===== src/rtl/spi_ram_pkg.sv =====
// Shared definitions for the SPI slave with internal RAM.
// Contents:
//   CMD_*        two-bit command codes carried in the first two payload-phase bits
//   spi_state_e  FSM state encoding of the frame receiver
// Optional feature macro used by the top level: SPI_RAM_AUTOINC_EN.
package spi_ram_pkg;

    localparam logic [1:0] CMD_WR_ADDR = 2'b00;
    localparam logic [1:0] CMD_WR_DATA = 2'b01;
    localparam logic [1:0] CMD_RD_ADDR = 2'b10;
    localparam logic [1:0] CMD_RD_DATA = 2'b11;

    typedef enum logic [2:0] {
        ST_IDLE      = 3'd0,
        ST_CHK_CMD   = 3'd1,
        ST_WRITE     = 3'd2,
        ST_READ_ADD  = 3'd3,
        ST_READ_DATA = 3'd4
    } spi_state_e;

endpackage


===== src/rtl/spi_ram_sp.sv =====
// Single-port RAM, synchronous write, registered (1-cycle) read.
// Ports:
//   clk_i    clock
//   we_i     write enable, writes wdata_i to addr_i
//   re_i     read enable, rdata_o updated with mem[addr_i] on the next edge
//   addr_i   shared read/write address
//   wdata_i  write data
//   rdata_o  registered read data
// Contents are intentionally not reset.
module spi_ram_sp #(
    parameter int DATA_WIDTH = 8,
    parameter int ADDR_WIDTH = 8,
    parameter int MEM_DEPTH  = 2**ADDR_WIDTH
) (
    input  logic                  clk_i,
    input  logic                  we_i,
    input  logic                  re_i,
    input  logic [ADDR_WIDTH-1:0] addr_i,
    input  logic [DATA_WIDTH-1:0] wdata_i,
    output logic [DATA_WIDTH-1:0] rdata_o
);

    logic [DATA_WIDTH-1:0] mem_q [MEM_DEPTH];
    logic [DATA_WIDTH-1:0] rdata_q;

    always_ff @(posedge clk_i) begin
        if (we_i) begin
            mem_q[addr_i] <= wdata_i;
        end
        if (re_i) begin
            rdata_q <= mem_q[addr_i];
        end
    end

    assign rdata_o = rdata_q;

endmodule


===== src/rtl/spi_slave_ram_param.sv =====
// SPI slave front end, command decoder and internal RAM, parametrised in
// data width, address width and depth. clk is the SPI bit clock.
// Ports:
//   clk          SPI clock; MOSI sampled and MISO updated on the rising edge
//   rst_n        asynchronous active-low reset
//   SS_n         slave select, active low; one low period is one frame
//   MOSI         serial in, MSB first
//   MISO         serial out, MSB first
//   busy         high while the FSM is out of IDLE
//   frame_err    one-cycle pulse when SS_n rises before a frame is complete
//   dbg_state_o  current FSM state (debug)
// Frame: one IDLE->CHK_CMD cycle, one direction bit, then DATA_WIDTH+2 bits
// (cmd[1:0], payload MSB first). The command executes on the edge after the
// last bit, even if SS_n rises on that edge.
// Optional feature: define SPI_RAM_AUTOINC_EN for address auto-increment
// after data writes/reads (wrapping at MEM_DEPTH-1).
module spi_slave_ram_param
    import spi_ram_pkg::*;
#(
    parameter int DATA_WIDTH = 8,
    parameter int ADDR_WIDTH = 8,
    parameter int MEM_DEPTH  = 2**ADDR_WIDTH
) (
    input  logic       clk,
    input  logic       rst_n,
    input  logic       SS_n,
    input  logic       MOSI,
    output logic       MISO,
    output logic       busy,
    output logic       frame_err,
    output logic [2:0] dbg_state_o
);

    localparam int FRAME_BITS = DATA_WIDTH + 2;
    localparam int CW         = $clog2(FRAME_BITS + 2);
    localparam int TW         = $clog2(DATA_WIDTH + 1);
    localparam logic [CW-1:0] FULL_CNT = CW'(FRAME_BITS);
    localparam logic [CW-1:0] DONE_CNT = CW'(FRAME_BITS + 1);

    spi_state_e              state_q, state_d;
    logic [FRAME_BITS-1:0]   rx_sh_q, rx_sh_d;
    logic [CW-1:0]           rx_cnt_q, rx_cnt_d;
    logic [ADDR_WIDTH-1:0]   wr_addr_q, wr_addr_d;
    logic [ADDR_WIDTH-1:0]   rd_addr_q, rd_addr_d;
    logic                    rd_seen_q, rd_seen_d;
    logic                    err_q, err_d;
    logic                    rd_pend_q, rd_pend_d;
    logic [DATA_WIDTH-1:0]   tx_sh_q, tx_sh_d;
    logic [TW-1:0]           tx_cnt_q, tx_cnt_d;
    logic                    miso_q, miso_d;

    logic                    ram_we, ram_re;
    logic [ADDR_WIDTH-1:0]   ram_addr;
    logic [DATA_WIDTH-1:0]   ram_rdata;

    logic                    rx_state, frame_full, dir_ok;
    logic [1:0]              cmd;
    logic [DATA_WIDTH-1:0]   payload;

`ifdef SPI_RAM_AUTOINC_EN
    function automatic logic [ADDR_WIDTH-1:0] next_addr(input logic [ADDR_WIDTH-1:0] a);
        return (a == ADDR_WIDTH'(MEM_DEPTH - 1)) ? '0 : a + 1'b1;
    endfunction
`endif

    assign rx_state   = (state_q == ST_WRITE) || (state_q == ST_READ_ADD) ||
                        (state_q == ST_READ_DATA);
    assign frame_full = rx_state && (rx_cnt_q == FULL_CNT);
    assign cmd        = rx_sh_q[FRAME_BITS-1 -: 2];
    assign payload    = rx_sh_q[DATA_WIDTH-1:0];
    // The direction bit chose the state; cmd[1] must agree with it.
    assign dir_ok     = (cmd[1] == (state_q != ST_WRITE));

    always_comb begin
        state_d   = state_q;
        rx_sh_d   = rx_sh_q;
        rx_cnt_d  = rx_cnt_q;
        wr_addr_d = wr_addr_q;
        rd_addr_d = rd_addr_q;
        rd_seen_d = rd_seen_q;
        err_d     = 1'b0;
        rd_pend_d = 1'b0;
        tx_sh_d   = tx_sh_q;
        tx_cnt_d  = tx_cnt_q;
        miso_d    = 1'b0;
        ram_we    = 1'b0;
        ram_re    = 1'b0;

        case (state_q)
            ST_IDLE: begin
                if (!SS_n) begin
                    state_d  = ST_CHK_CMD;
                    rx_cnt_d = '0;
                end
            end
            ST_CHK_CMD: begin
                if (SS_n) begin
                    state_d = ST_IDLE;
                    err_d   = 1'b1;
                end else if (MOSI) begin
                    state_d = rd_seen_q ? ST_READ_DATA : ST_READ_ADD;
                end else begin
                    state_d = ST_WRITE;
                end
            end
            ST_WRITE, ST_READ_ADD, ST_READ_DATA: begin
                if (rx_cnt_q < FULL_CNT) begin
                    if (SS_n) begin
                        state_d = ST_IDLE;
                        err_d   = 1'b1;
                    end else begin
                        rx_sh_d  = {rx_sh_q[FRAME_BITS-2:0], MOSI};
                        rx_cnt_d = rx_cnt_q + 1'b1;
                    end
                end else begin
                    // Saturate past FULL_CNT so the command runs exactly once.
                    rx_cnt_d = DONE_CNT;
                    if (SS_n) begin
                        state_d = ST_IDLE;
                    end
                end
            end
            default: state_d = ST_IDLE;
        endcase

        if (frame_full && dir_ok) begin
            case (cmd)
                CMD_WR_ADDR: wr_addr_d = payload[ADDR_WIDTH-1:0];
                CMD_WR_DATA: begin
                    ram_we = 1'b1;
`ifdef SPI_RAM_AUTOINC_EN
                    wr_addr_d = next_addr(wr_addr_q);
`endif
                end
                CMD_RD_ADDR: begin
                    rd_addr_d = payload[ADDR_WIDTH-1:0];
                    rd_seen_d = 1'b1;
                end
                default: begin
                    ram_re    = 1'b1;
                    rd_pend_d = !SS_n;
`ifdef SPI_RAM_AUTOINC_EN
                    rd_seen_d = 1'b1;
                    rd_addr_d = next_addr(rd_addr_q);
`else
                    rd_seen_d = 1'b0;
`endif
                end
            endcase
        end

        // Shift-out: first bit appears the edge after the RAM read returns.
        if (rd_pend_q) begin
            miso_d   = ram_rdata[DATA_WIDTH-1];
            tx_sh_d  = {ram_rdata[DATA_WIDTH-2:0], 1'b0};
            tx_cnt_d = TW'(DATA_WIDTH - 1);
        end else if (tx_cnt_q != '0) begin
            miso_d   = tx_sh_q[DATA_WIDTH-1];
            tx_sh_d  = {tx_sh_q[DATA_WIDTH-2:0], 1'b0};
            tx_cnt_d = tx_cnt_q - 1'b1;
        end

        // Deselect truncates any output in flight.
        if (SS_n) begin
            miso_d   = 1'b0;
            tx_cnt_d = '0;
        end
    end

    always_ff @(posedge clk or negedge rst_n) begin
        if (!rst_n) begin
            state_q   <= ST_IDLE;
            rx_sh_q   <= '0;
            rx_cnt_q  <= '0;
            wr_addr_q <= '0;
            rd_addr_q <= '0;
            rd_seen_q <= 1'b0;
            err_q     <= 1'b0;
            rd_pend_q <= 1'b0;
            tx_sh_q   <= '0;
            tx_cnt_q  <= '0;
            miso_q    <= 1'b0;
        end else begin
            state_q   <= state_d;
            rx_sh_q   <= rx_sh_d;
            rx_cnt_q  <= rx_cnt_d;
            wr_addr_q <= wr_addr_d;
            rd_addr_q <= rd_addr_d;
            rd_seen_q <= rd_seen_d;
            err_q     <= err_d;
            rd_pend_q <= rd_pend_d;
            tx_sh_q   <= tx_sh_d;
            tx_cnt_q  <= tx_cnt_d;
            miso_q    <= miso_d;
        end
    end

    assign ram_addr = ram_we ? wr_addr_q : rd_addr_q;

    spi_ram_sp #(
        .DATA_WIDTH (DATA_WIDTH),
        .ADDR_WIDTH (ADDR_WIDTH),
        .MEM_DEPTH  (MEM_DEPTH)
    ) u_ram (
        .clk_i   (clk),
        .we_i    (ram_we),
        .re_i    (ram_re),
        .addr_i  (ram_addr),
        .wdata_i (payload),
        .rdata_o (ram_rdata)
    );

    assign MISO        = miso_q;
    assign busy        = (state_q != ST_IDLE);
    assign frame_err   = err_q;
    assign dbg_state_o = state_q;

endmodule


===== config.mk =====
export PLATFORM = sky130hd
export DESIGN_NAME = spi_slave_ram_param
export DESIGN_NICKNAME = d
export VERILOG_FILES = /design/src/rtl/spi_ram_pkg.sv /design/src/rtl/spi_ram_sp.sv /design/src/rtl/spi_slave_ram_param.sv
export SDC_FILE = /design/constraint.sdc
export NUM_CORES = 2
export LEC_CHECK = 0
export CORE_ASPECT_RATIO = 0.6
export CORE_MARGIN = 2
export CORE_UTILIZATION = 50
export CTS_CLUSTER_DIAMETER = 150
export DETAILED_ROUTE_END_ITERATION = 12
export PLACE_DENSITY = 0.64
export SLEW_MARGIN = 10
export SYNTH_ARGS = -nofsm -noshare
export SYNTH_HDL_FRONTEND = slang
export SYNTH_SLANG_ARGS = --single-unit

===== constraint.sdc =====
create_clock -name clk -period 6.2 [get_ports clk]
set_input_delay 1.24 -clock clk [delete_from_list [all_inputs] [get_ports clk]]
set_output_delay 1.24 -clock clk [all_outputs]
set_load 0.01 [all_outputs]

==> impl_metrics.toml <==
[setup_path]
cp.required_ps = 6780
cp_num_buf_inv = 4
reg2reg_depth = 14
regToRegEndpoint = "u_ram.rdata_o[1]$_DFFE_PP_"
r2r_start = "rx_cnt_q[0]$_DFFE_PN0P_"
crit_chain = "inv_1 > ha_1 > and4b_1 > nand3_2 > buf_4 > nand2_8 > nor2_4 > buf_4 > a22oi_1 > o2bb2ai_1 > o41ai_1 > buf_4 > nand4_1 > or4_1"
critPathMostFrequentCell = "buf_4"
start_kind = "flop"
worst-path-max-fanout = 43
slowest_stage = "o41ai_1"
cp.arrival_ps = 6580
critical_path.endpoint_type = "flop"
critPathKind = "flop to flop"
crit_family = "simple AND/OR/NAND/NOR gates"
regToRegSetupSlack_ps = 210
worst_path_largest_cell_delay_ps = 910

[power]
power.internal_mw = 24.1
peakVddDrop_mv = 0.386
finalPower_mw = 31.9
clockPowerShare_pct = 36.5
swShare_pct = 24.2
pwr-share-seq_pct = 56.9
comb_power_share_pct = 6.6
leakagePower_nw = 30.4
power.density_nw_per_um2 = 344
netSwitchingPower_mw = 7.72

[logic_synthesis]
yosys_warnings = 0
synth_top_cell_by_area = "edfxtp_1"
synth-simple-area-share_pct = 11.4
synth_nets = 5936
synth_fa_ha_area_share_pct = 0.0450
ys_types = 75
synth_top_family_by_area = "simple AND/OR/NAND/NOR gates"
synth-compound-area-share_pct = 8.59
syn-cell-area_sq_um = 83500
synth-main-ff-cell = "edfxtp_1"
avgSynthCellArea_sq_um = 14.1
synthTopCellsByArea = "edfxtp_1 74%, nand2_1 5.4%, nand3_1 2.6%"
synth_edf_count = 2056
ys_async_sr_fraction_pct = 2.28
synth-seq-cells = 2104
synth.area.mux_share_pct = 2.30
ys_seq_area_share_pct = 75.4
synthCells = 5929
yosys.area_share.xor_xnor_pct = 0.0210
synth_top_area_share_pct = 73.9

[detailed_routing]
drt_iter0_drc = 9294
vias_per_cell = 6.57
wl_met2_microns = 102000
met3_length_microns = 40800
wl_per_cell_microns = 31.1
firstDrtPassIters = 6
top_layer = "met5"
drc = 0
wl_met1_microns = 109000
ant_nets = 0
finalWirelength_microns = 258000
vias = 54494

[floorplan]
start_util_pct = 50.2
fp.dieArea_sq_um = 170000
io_pins = 10
fp.dieH_microns = 321
coreArea_sq_um = 166000
die_w_microns = 532
core.rowCount = 116

[clock_network]
htreeDepth = 4
cts_setup_buffers = 0
numCtsBuffers = 193
cts_buffer_depth = 4
clock_latency_ps = 870
clock-sinks = 2104
cts_hold_repair.buffers = 0
path_clk_slew_ps = 70
post_cts_resized = 0
cts_tree = "yes"
cts_root_buf = "clkbuf_16"

[placement]
gp_congestion = 0.936
io_buffer_count = 9
post-dp-hpwl_microns = 156000

[run]
cap_violations = 0

[sta]
tns_ps = 0
tightestPinTransition_ps = 1490
fmax_ghz = 0.167
setup_viol = 0
skew_ps = 64.1
hold_violations = 0
fin_crit_sh_pct = 96.7
relSlewSlack_pct = 0.785
rsz0062_at_grt = "no"
slew_viol_final = 0
layout_min_cycle_time_ps = 5990

[final_layout]
fillerInstances = 13308
layout.nets = 5910
final_common_cell = "edfxtp_1"
layout_common_cells = "2056 x edfxtp_1, 1200 x nand2_1, 426 x nand3_1"
areaGrowthSynthToFinish_pct = 11.1
final_layout_size_suffix_gt1_share_pct = 9.61

[worst_hold_path]
hold_depth = 2
min_to = "tx_sh_q[6]$_DFFE_PN0P_"
min_path_type = "flop to flop"
min_from = "u_ram.rdata_o[5]$_DFFE_PP_"

[global_route]
grt_pass1_vias = 49589
overflow = 0
antenna_found_initial = 9
grt_pass1_wl_microns = 369000
grt_max_degree = 204
grtUsageTotal_pct = 29.8

[run_status]
outcome = "finished clean"
-- registers in the layout (all words and copies together) (netlist names) --
name and flops:
u_ram.mem_q 2048, rx_sh_q 10, rd_addr_q 8, u_ram.rdata_o 8, wr_addr_q 8, tx_sh_q 7, rx_cnt_q 4, tx_cnt_q 4
dbg_state_o 3, MISO 1, frame_err 1, rd_pend_q 1, rd_seen_q 1
-- how the worst max path moves through the flow --
stage	slack [ps]	depth (start not counted)	end	startpoint
after floorplan	2170	0	u_ram.mem_q[0][7]$_DFFE_PP_	rx_sh_q[7]$_DFFE_PN0P_
after global placement	550	14	u_ram.rdata_o[1]$_DFFE_PP_	rx_cnt_q[0]$_DFFE_PN0P_
after detailed placement	500	14	u_ram.rdata_o[1]$_DFFE_PP_	rx_cnt_q[0]$_DFFE_PN0P_
after CTS	450	14	u_ram.rdata_o[1]$_DFFE_PP_	rx_cnt_q[0]$_DFFE_PN0P_
after global routing	190	14	u_ram.rdata_o[1]$_DFFE_PP_	rx_cnt_q[0]$_DFFE_PN0P_
final	210	14	u_ram.rdata_o[1]$_DFFE_PP_	rx_cnt_q[0]$_DFFE_PN0P_
-- layout make-up --
type / count / area (sq um) / share of cell area (%)
sequential: 2104 / 63000 / 67.9
multi-input combinational: 3383 / 19000 / 20.5
clock buffer: 258 / 5170 / 5.58
tap: 2242 / 2810 / 3.02
timing repair buffer: 208 / 1990 / 2.15
clock inverter: 82 / 743 / 0.801
inverter: 13 / 48.8 / 0.0526
antenna: 2 / 5.00 / 0.00540
-- layer usage --
layer,vias to the layer above,GRT usage (%)
met5,-,0
met2,3982,38.4
li1,22635,-
met1,27415,47.0
met3,456,11.1
met4,6,6.88
-- cell families (layout without fill, tap and decap cells) --
kind of cell             Yosys count  in the layout
XOR/XNOR                           2              2
multiplexers                     184            184
buffers and inverters            442            561
AO/OA/AOI/OAI                    963            963
flip-flops                      2104           2104
adder cells (fa/ha/maj)            3              3
other                              0              2
AND/OR/NAND/NOR                 2231           2231
-- metrics by stage --
stage / instance area (sq um) / util, % / hold WS (ps) / cells / worst slack [ps]
global placement: 86700 / 52.1 / 453 / 7950 / 553
global route: 92700 / 55.8 / 487 / 8290 / 191
finish: 92700 / 55.8 / 462 / 8292 / 207
floorplan: 83500 / - / 426 / 5929 / 2170
CTS: 92700 / 55.7 / 464 / 8290 / 453
detailed placement: 86800 / 52.2 / 448 / 7950 / 498
-- synthesized netlist by cell type (all sizes together) (8+ instances only) --
master   number
inv          13
nor3         50
o2111a       14
or4          11
a211o        27
mux2i       127
a311o        48
o2111ai      31
a32oi        79
o221ai       15
o21ai       139
a311oi       43
dfrtp        48
nand2      1206
a211oi       85
nand4        17
clkbuf      249
o221a        14
nor4         15
o41ai        29
a22oi         8
a32o         52
buf         180
nor2        358
edfxtp     2056
a21oi        58
a31oi       169
a2111o       11
o22ai        88
nand3       428
and3        114
mux2         57
-- worst register-to-register path: cells and delay by family, from the launching register on --
kind,cells,cell delay (ps)
AND/OR/NAND/NOR,6,2440
AO/OA/AOI/OAI,3,1360
buffers and inverters,4,1250
flip-flops,1,430
adder cells (fa/ha/maj),1,240
-- power groups by stage --
stage | clock network [mW] | logic (mW) | registers (mW)
floorplan | 0 | 0.150 | 19.2
global placement | 0 | 2.03 | 18.4
detailed placement | 0 | 2.08 | 18.4
CTS | 11.7 | 2.08 | 18.1
global route | 12.2 | 2.21 | 18.1
finish | 11.6 | 2.10 | 18.1
(Power assumes the default switching activity.)
